<file path="src/rtl/buf_executor_mc_pkg.sv">
// Shared types for the command-buffer executor: FSM states, opcode classes and
// the opcode classification helper.
package buf_executor_mc_pkg;

    typedef enum logic [2:0] {
        ST_IDLE,
        ST_PRELOAD,
        ST_FETCH,
        ST_DELAY,
        ST_WAIT_INT,
        ST_ERROR
    } state_e;

    typedef enum logic [2:0] {
        OPC_DELAY,
        OPC_WAIT,
        OPC_OUT,
        OPC_END,
        OPC_RSVD
    } op_class_e;

    localparam logic [5:0] END_IDX = 6'h3F;

    // END shares the OUT range; its index slot is the only one OUT cannot reach.
    function automatic op_class_e classify(input logic [7:0] op);
        op_class_e c;
        case (op[7:6])
            2'b00:   c = OPC_DELAY;
            2'b01:   c = OPC_WAIT;
            2'b10:   c = (op[5:0] == END_IDX) ? OPC_END : OPC_OUT;
            default: c = OPC_RSVD;
        endcase
        return c;
    endfunction

endpackage

</file>
<file path="src/rtl/buf_executor_mc_decode.sv">
// Combinational split of a FIFO head word into opcode class, output index,
// payload and interrupt mask. Only the top 8 opcode bits take part in decode.
module buf_executor_mc_decode
    import buf_executor_mc_pkg::*;
#(
    parameter int OP_WIDTH   = 8,
    parameter int DATA_WIDTH = 32,
    parameter int INT_WIDTH  = 32
) (
    input  logic [OP_WIDTH+DATA_WIDTH-1:0] word_i,
    output op_class_e                      op_class_o,
    output logic [5:0]                     idx_o,
    output logic [DATA_WIDTH-1:0]          payload_o,
    output logic [INT_WIDTH-1:0]           mask_o
);

    logic [7:0] op;

    assign op         = word_i[OP_WIDTH+DATA_WIDTH-1 -: 8];
    assign op_class_o = classify(op);
    assign idx_o      = op[5:0];
    assign payload_o  = word_i[DATA_WIDTH-1:0];
    assign mask_o     = word_i[INT_WIDTH-1:0];

    if (OP_WIDTH > 8) begin : g_op_lsb
        logic unused_op_lsb;
        assign unused_op_lsb = ^word_i[DATA_WIDTH +: OP_WIDTH-8];
    end

endmodule

</file>
<file path="src/rtl/buf_executor_mc.sv">
// Command-buffer executor. States: IDLE wait start | PRELOAD wait FIFO fill |
// FETCH decode/pop head | DELAY count down | WAIT_INT wait mask+busy | ERROR hold until abort.
module buf_executor_mc
    import buf_executor_mc_pkg::*;
#(
    parameter int DATA_WIDTH  = 32,
    parameter int OP_WIDTH    = 8,
    parameter int INT_WIDTH   = 32,
    parameter int COUNT_WIDTH = 32,
    parameter int START_LEVEL = 1
) (
    input  logic                           clk,
    input  logic                           rst,
    input  logic                           start,
    input  logic                           abort,
    input  logic                           fifo_empty,
    input  logic [OP_WIDTH+DATA_WIDTH-1:0] fifo_data,
    output logic                           fifo_read,
    input  logic [COUNT_WIDTH-1:0]         fifo_global_count,
    input  logic [COUNT_WIDTH-1:0]         fifo_local_count,
    input  logic                           ext_out_reg_busy,
    input  logic [INT_WIDTH-1:0]           ext_pending_ints,
    output logic [5:0]                     out_reg_addr,
    output logic [DATA_WIDTH-1:0]          out_reg_data,
    output logic                           out_reg_write,
    output logic                           busy,
    output logic                           done,
    output logic                           aborted,
    output logic                           underrun,
    output logic                           error,
    output logic [COUNT_WIDTH-1:0]         cmd_count
);

    state_e                  state_q, state_d;
    logic [DATA_WIDTH-1:0]   delay_q, delay_d;
    logic [INT_WIDTH-1:0]    mask_q, mask_d;
    logic                    wr_q, wr_d;
    logic [5:0]              addr_q, addr_d;
    logic [DATA_WIDTH-1:0]   data_q, data_d;
    logic                    done_q, done_d;
    logic                    aborted_q, aborted_d;
    logic                    underrun_q, underrun_d;
    logic                    error_q, error_d;
    logic [COUNT_WIDTH-1:0]  count_q, count_d;

    op_class_e               cls;
    logic [5:0]              idx;
    logic [DATA_WIDTH-1:0]   payload;
    logic [INT_WIDTH-1:0]    mask;
    logic                    preload_ok;
    logic                    unused_status;

    buf_executor_mc_decode #(
        .OP_WIDTH   (OP_WIDTH),
        .DATA_WIDTH (DATA_WIDTH),
        .INT_WIDTH  (INT_WIDTH)
    ) u_decode (
        .word_i     (fifo_data),
        .op_class_o (cls),
        .idx_o      (idx),
        .payload_o  (payload),
        .mask_o     (mask)
    );

    assign preload_ok    = fifo_local_count >= COUNT_WIDTH'(START_LEVEL);
    assign unused_status = ^fifo_global_count;

    always_comb begin
        state_d    = state_q;
        delay_d    = delay_q;
        mask_d     = mask_q;
        wr_d       = 1'b0;
        addr_d     = addr_q;
        data_d     = data_q;
        done_d     = 1'b0;
        aborted_d  = 1'b0;
        underrun_d = underrun_q;
        error_d    = error_q;
        count_d    = count_q;
        fifo_read  = 1'b0;

        if (abort) begin
            state_d   = ST_IDLE;
            aborted_d = 1'b1;
        end else begin
            case (state_q)
                ST_IDLE: begin
                    if (start) begin
                        state_d    = ST_PRELOAD;
                        underrun_d = 1'b0;
                        error_d    = 1'b0;
                        count_d    = '0;
                    end
                end
                ST_PRELOAD: begin
                    if (preload_ok) state_d = ST_FETCH;
                end
                ST_FETCH: begin
                    if (fifo_empty) begin
                        underrun_d = 1'b1;
                    end else if (!(cls == OPC_OUT && ext_out_reg_busy)) begin
                        fifo_read = 1'b1;
                        if (count_q != '1) count_d = count_q + COUNT_WIDTH'(1);
                        case (cls)
                            OPC_OUT: begin
                                wr_d   = 1'b1;
                                addr_d = idx;
                                data_d = payload;
                            end
                            OPC_DELAY: begin
                                // Countdown runs payload-1..0, giving exactly payload stall cycles.
                                if (payload != '0) begin
                                    delay_d = payload - DATA_WIDTH'(1);
                                    state_d = ST_DELAY;
                                end
                            end
                            OPC_WAIT: begin
                                mask_d  = mask;
                                state_d = ST_WAIT_INT;
                            end
                            OPC_END: begin
                                state_d = ST_IDLE;
                                done_d  = 1'b1;
                            end
                            default: begin
                                state_d = ST_ERROR;
                                error_d = 1'b1;
                            end
                        endcase
                    end
                end
                ST_DELAY: begin
                    if (delay_q == '0) state_d = ST_FETCH;
                    else               delay_d = delay_q - DATA_WIDTH'(1);
                end
                ST_WAIT_INT: begin
                    if (((ext_pending_ints & mask_q) == mask_q) && !ext_out_reg_busy)
                        state_d = ST_FETCH;
                end
                ST_ERROR: begin
                    state_d = ST_ERROR;
                end
                default: begin
                    state_d = ST_IDLE;
                end
            endcase
        end
    end

    always_ff @(posedge clk or negedge rst) begin
        if (!rst) begin
            state_q    <= ST_IDLE;
            delay_q    <= '0;
            mask_q     <= '0;
            wr_q       <= 1'b0;
            addr_q     <= '0;
            data_q     <= '0;
            done_q     <= 1'b0;
            aborted_q  <= 1'b0;
            underrun_q <= 1'b0;
            error_q    <= 1'b0;
            count_q    <= '0;
        end else begin
            state_q    <= state_d;
            delay_q    <= delay_d;
            mask_q     <= mask_d;
            wr_q       <= wr_d;
            addr_q     <= addr_d;
            data_q     <= data_d;
            done_q     <= done_d;
            aborted_q  <= aborted_d;
            underrun_q <= underrun_d;
            error_q    <= error_d;
            count_q    <= count_d;
        end
    end

    assign out_reg_write = wr_q;
    assign out_reg_addr  = addr_q;
    assign out_reg_data  = data_q;
    assign busy          = (state_q != ST_IDLE);
    assign done          = done_q;
    assign aborted       = aborted_q;
    assign underrun      = underrun_q;
    assign error         = error_q;
    assign cmd_count     = count_q;

endmodule

</file>
<file path="config.mk">
export PLATFORM = sky130hd
export DESIGN_NAME = buf_executor_mc
export DESIGN_NICKNAME = d
export VERILOG_FILES = /design/src/rtl/buf_executor_mc_pkg.sv /design/src/rtl/buf_executor_mc_decode.sv /design/src/rtl/buf_executor_mc.sv
export SDC_FILE = /design/constraint.sdc
export NUM_CORES = 1
export LEC_CHECK = 0
export CORE_AREA = 2 2 193 100
export CTS_BUF_LIST = sky130_fd_sc_hd__clkbuf_8
export CTS_CLUSTER_DIAMETER = 150
export CTS_CLUSTER_SIZE = 12
export DETAILED_ROUTE_END_ITERATION = 10
export DIE_AREA = 0 0 195 102
export GPL_ROUTABILITY_DRIVEN = 0
export PLACE_DENSITY = 0.79
export SLEW_MARGIN = 20
export SYNTH_ARGS = -nofsm -noshare
export SYNTH_HDL_FRONTEND = slang
export SYNTH_SLANG_ARGS = --single-unit
export TNS_END_PERCENT = 50
</file>
<file path="constraint.sdc">
create_clock -name clk -period 3.6 [get_ports clk]
set_input_delay 0.36 -clock clk [delete_from_list [all_inputs] [get_ports clk]]
set_output_delay 0.36 -clock clk [all_outputs]
set_load 0.02 [all_outputs]
</file>
# After elaboration in Yosys (flattened, before gate mapping)
# Cells that the tools add are included.
dict set report op_classes {
  add_sub_neg 3
  order_cmp 1
  n_eq_ne 30
  muxes 45
  n_bitwise 4
  reduce_logical 19
}
# operator n
set ops {}
lappend ops {{two-way mux 32 bit} 9}
lappend ops {{case mux 32 bit (2 select lines)} 2}
lappend ops {{subtractor 32 x 1 -> 32 bit, second input constant} 2}
lappend ops {{adder 32 x 1 -> 32 bit, second input constant} 1}
lappend ops {{bitwise AND 32 bit} 1}
lappend ops {{equality test 32 bit} 1}
lappend ops {{greater-or-equal comparator 32 x 1 -> 1 bit, second input constant} 1}
lappend ops {{logical NOT 32 bit} 1}
lappend ops {{!= test 32 bit, second input constant} 1}
lappend ops {{nonzero test 32 bit} 1}
lappend ops {{two-way mux 3 bit} 8}
lappend ops {{two-way mux 1 bit} 21}
lappend ops {{!= test 3 bit, second input constant} 7}
lappend ops {{!= test 2 bit, second input constant} 9}
lappend ops {{case mux 3 bit (6 select lines)} 1}
lappend ops {{equality test 3 x 2 -> 1 bit, second input constant} 4}
lappend ops {{case mux 3 bit (4 select lines)} 1}
lappend ops {{AND reduction 6 bit} 2}
lappend ops {{AND reduction 5 bit} 2}
lappend ops {{case mux 3 bit (3 select lines)} 1}
lappend ops {{AND reduction 8 bit} 1}
lappend ops {{AND reduction 7 bit} 1}
lappend ops {{equality test 3 x 1 -> 1 bit, second input constant} 2}
lappend ops {{equality test 3 bit, second input constant} 2}
lappend ops {{other kinds (14)} 20}
dict set report word_totals {
  register_bits 142
  input_bits 142
  output_inout_bits 77
  word_cells 113
}

# Logic depth before layout (Yosys ltp)
dict set report logic_depth {
  depth_word 9
  ltp_mapped 16
  mapped_depth_nobuf 9
}

# Modules after synthesis
# From an unflattened synthesis, not the netlist that was laid out.
dict set report unflattened {
  hier_cells 943
  hier_area_um2 8677.1
}
# module n_inst cells_per_inst area_per_inst_um2 seq_area_each_um2
set by_module_without_submodules {}
lappend by_module_without_submodules {buf_executor_mc 1 867 8089.0 3553.4}
lappend by_module_without_submodules {buf_executor_mc_decode 1 76 588.1 0.0}

# Least setup slack after synthesis
# Ideal clock, no wire load.
dict set report synth_timing {
  kind {register -> register}
  start {register state_q[1]}
  end {register delay_q[30]}
  setup_time_ns 0.077
  t_arrival_ns 3.784
  t_required_ns 3.523
  slack_ns -0.262
  stages_incl_launch_ff 15
  n_path_buf 5
  period_less_slack_ns 3.862
  path_cell_list {dfrtp_1 > clkbuf_1 > and3b_1 > buf_2 > buf_2 > buf_2 > buf_1 > mux2i_1 > ha_1 > or4b_1 > nor4_4 > o22ai_2 > or3_1 > a211o_1 > a21oi_1}
}
dict set report synth_via {
  elab_chain_cells 3
  elab_cells_between_ends 10
  cone_classes {eq/ne (7); mux (1); reduce/logical (2)}
}
# item line
set synth_lines {}
lappend synth_lines {{from (decl)} buf_executor_mc.sv:34} ;# state_e state_q, state_d;
lappend synth_lines {{from (signal assigned)} buf_executor_mc.sv:164} ;# state_q <= state_d;
lappend synth_lines {{equality test 3 x 2 -> 1 bit} buf_executor_mc.sv:86} ;# case (state_q)
lappend synth_lines {{!= test 2 bit (no line) / nonzero test 2 bit (equally long branches)} n/a}
lappend synth_lines {{AND reduction 7 bit (no line)} n/a}
lappend synth_lines {{to (signal assigned)} buf_executor_mc.sv:165} ;# delay_q <= delay_d;
lappend synth_lines {{to (decl)} buf_executor_mc.sv:35} ;# logic [DATA_WIDTH-1:0] delay_q, delay_d;
# Several ways; a longest one is shown, not always the timed one.
# A chain may end at the register's enable or synchronous reset.

# Worst setup path after layout
dict set report layout_timing {
  start {register state_q[2]}
  end {output fifo_read}
}
dict set report layout_via {
  elab_chain_cells 3
}
# item line
set layout_lines {}
lappend layout_lines {{equality test 3 x 2 -> 1 bit} buf_executor_mc.sv:86}
lappend layout_lines {{two-way mux 1 bit} buf_executor_mc.sv:86}
lappend layout_lines {{two-way mux 1 bit} buf_executor_mc.sv:82} ;# if (abort) begin
lappend layout_lines {{to (decl)} buf_executor_mc.sv:18} ;# output logic fifo_read,
# No other way between the ends.

==> results.sh <==
export IMPL_first_pass_iters=5
export IMPL_die_h_um=102
export IMPL_die_area_sq_mm=0.0199
export IMPL_ys_async_sr_fraction=1.00
export IMPL_powerDensity_mw_per_mm2=536
export IMPL_max_stage_delay_ns=0.63
export IMPL_utilization=0.604
export IMPL_max_freq_ghz=0.312
export IMPL_r2r_cells=9
export IMPL_violations="negative hold slack"
export IMPL_layout_min_cycle_time_ns=3.20
export IMPL_synth_warnings=0
export IMPL_initial_core_util=0.456
export IMPL_die_w_um=195
export IMPL_ys_flop_type="dfrtp_1"
export IMPL_drcViolationCount=0
export IMPL_period_share=0.890
export IMPL_num_fill_cells=1533
export IMPL_dp_cells=1367
export IMPL_worstMarginPinSlew_ns=0.862
export IMPL_hp_class="primary input to async pin"
export IMPL_cts_sinks=142
export IMPL_end_kind="output pin"
export IMPL_clock_latency_ns=0.46
export IMPL_drv_slew=0
export IMPL_routedWlPerCell_um=19.3
export IMPL_ios=219
export IMPL_ctsHoldBuffers=0
export IMPL_synth_cells=948
export IMPL_max_vdd_ir_drop_mv=0.283
export IMPL_antenna_left=0
export IMPL_drive_above_1_share=0.121
export IMPL_rsz0062_at_grt="no"
export IMPL_cts_setup_buffers=0
export IMPL_netlist_area_sq_mm=0.00827
export IMPL_yosysSeqAreaShare=0.430
export IMPL_fin_nets=1290
export IMPL_cts_max_level=4
export IMPL_grt_pass1_wl_um=42600
export IMPL_yosys_area_top_type_share=0.430
export IMPL_cts_resized=0
export IMPL_grt_max_degree=90
export IMPL_synthMuxAreaShare=0.0657
export IMPL_synth_seq_cells=142
export IMPL_cts_buffers=17
export IMPL_drtIter0Drc=956
export IMPL_n_antenna_cell=0
export IMPL_area_delta_synth_final_pct=32.5
export IMPL_synth_cell_types=75
export IMPL_core_sq_mm=0.0181
export IMPL_worstPathCellList="buf_4, or3_1, a21oi_1, o21ai_1, nor2_1, clkdlybuf4s50_1"
export IMPL_crit_slowest_cell="clkdlybuf4s50_1"
export IMPL_grt_pass1_vias=8108
export IMPL_synthAdderAreaFrac=0.00303
export IMPL_rows=35
export IMPL_run_status="complete, but fails checks"
export IMPL_layout_common_cells="185 x clkdlybuf4s50_1, 166 x nand2_1, 142 x dfrtp_1"
export IMPL_ctsLongestPathBuffers=2
export IMPL_cp_max_fo=9
export IMPL_setup_tns_ns=0
export IMPL_synth_edff_count=0
export IMPL_layout_cells_non_filler=1399
export IMPL_worstSetupPathType="register to output pin"
export IMPL_leakagePower_nw=4.53
export IMPL_fin_worst_skew_ns=0.0205
export IMPL_dpl_cell_area_sq_mm=0.0106
export IMPL_mostFrequentLayoutCell="clkdlybuf4s50_1"
export IMPL_max_cap_viol_count=0
export IMPL_whs_ns=-0.0359
export IMPL_gr_total_overflow=0
export IMPL_dpl_hpwl_um=19500
export IMPL_finalInstanceArea_sq_mm=0.0109
export IMPL_finalHoldViolCount=28
export IMPL_relSlewSlack=0.425
export IMPL_drt_wl_total_um=27000
export IMPL_synth_top_family_by_area="simple AND/OR/NAND/NOR gates"
export IMPL_track_usage=0.271
export IMPL_cts_clk_slew_worst_paths_ns=0.11
export IMPL_routed_via_density=6.04
export IMPL_synthTopCellsByArea="dfrtp_1 43%, nand2_1 7.5%, mux2_2 4.6%, nor2_1 3.6%, a21oi_1 3.3%"
export IMPL_p_total_mw=5.87
export IMPL_avgSynthCellArea_sq_um=8.72
export IMPL_cp_required_ns=3.24
export IMPL_critPathLaunchType="register"
export IMPL_num_vias=8443
export IMPL_worst_endpoint_arrival_ns=2.84
export IMPL_synth_compound_area_frac=0.170
export IMPL_synthesis_nets=1092
export IMPL_synth_xor_area_frac=0.00742
export IMPL_yosys_area_share_simple=0.284
export IMPL_synth_top_area_cell="dfrtp_1"
export IMPL_cts_tree="built"
export IMPL_finalSetupViolCount=0
export IMPL_antenna_found_initial=0
export IMPL_root_buffer="clkbuf_8"
export IMPL_portBuffers=186
## where the power goes
group / internal, mW / leakage, nW / switching (mW)
Sequential: 2.05 / 1.85 / 0.419
Clock: 0.584 / 0.201 / 0.767
Combinational: 0.935 / 2.47 / 1.11
Total: 3.57 / 4.53 / 2.30
## layer usage
layer	track usage	vias up	part of all wire	wire [um]
met5	0	-	0	0
met4	0.0804	0	0.016	442
met3	0.0515	56	0.084	2270
met2	0.457	397	0.49	13200
met1	0.361	4132	0.41	11100
li1	-	3858	-	-
## state kept, by name, summed over array words and instances, names as in the netlist
signal and cells:
underrun 1, aborted 1, out_reg_data 32, error 1, out_reg_write 1, cmd_count 32
state_q 3, delay_q 32, out_reg_addr 6, mask_q 32, done 1
## per-stage QoR
step	hold WS, ns	setup slack [ns]
after floorplan	0.0644	0.00378
after global placement	0.459	0.382
final	-0.0359	0.396
after global routing	0.0146	0.277
after detailed placement	0.463	0.338
after CTS	0.00996	0.379
## cells in the mapped netlist, drive strengths merged (5+ instances only)
cell     number
inv          22
nor3         51
nor3b         5
or2           7
a211oi        6
nor4         28
a31oi         8
nand2b       25
nor2         80
or3          19
and4          7
o2111ai       6
clkbuf       28
mux2i        16
a2111oi      13
nand3        23
and3         10
o21ai        47
nand4        13
o22ai         9
nand2       166
a21oi        54
or4          12
dfrtp       142
and2          7
mux2         34
o31ai        17
buf          24
## critical path, delay by kind of cell (launching register included)
family	cells	cell delay (ns)
buf+inv	2	0.80
simple gates	2	0.62
compound gates	2	0.60
flops	1	0.39
## logic make-up (layout without fill, tap and decap cells)
kind of cell | Yosys count | after routing
muxes | 50 | 50
AOI/OAI and AO/OA | 206 | 206
and+or+nand+nor | 467 | 467
adders and majority gates | 2 | 2
DFF | 142 | 142
xor gates and xnor gates | 7 | 7
buffers and inverters | 74 | 285
## final cells by class
cell class                      instances  area [sq um]  share of cell area
Inverter                               22          82.6             0.00754
Clock buffer                           17           234              0.0214
Sequential cell                       142          3550               0.325
Tap cell                              240           300              0.0274
Multi-Input combinational cell        732          4390               0.401
Timing Repair Buffer                  231          2230               0.203
Clock inverter                         15           161              0.0147
## final timing paths
kind	start	end	slack, ns
max	state_q[2]	fifo_read	0.40
min	rst	out_reg_data[21]	-0.04
max reg2reg	state_q[2]	delay_q[30]	0.46
min reg2reg	out_reg_data[14]	out_reg_data[14]	0.48
max in group asynchronous	rst	cmd_count[24]	2.82
min in group clk	fifo_data[35]	out_reg_addr[3]	0.46
No activity file was read; power rests on OpenSTA's default activity.
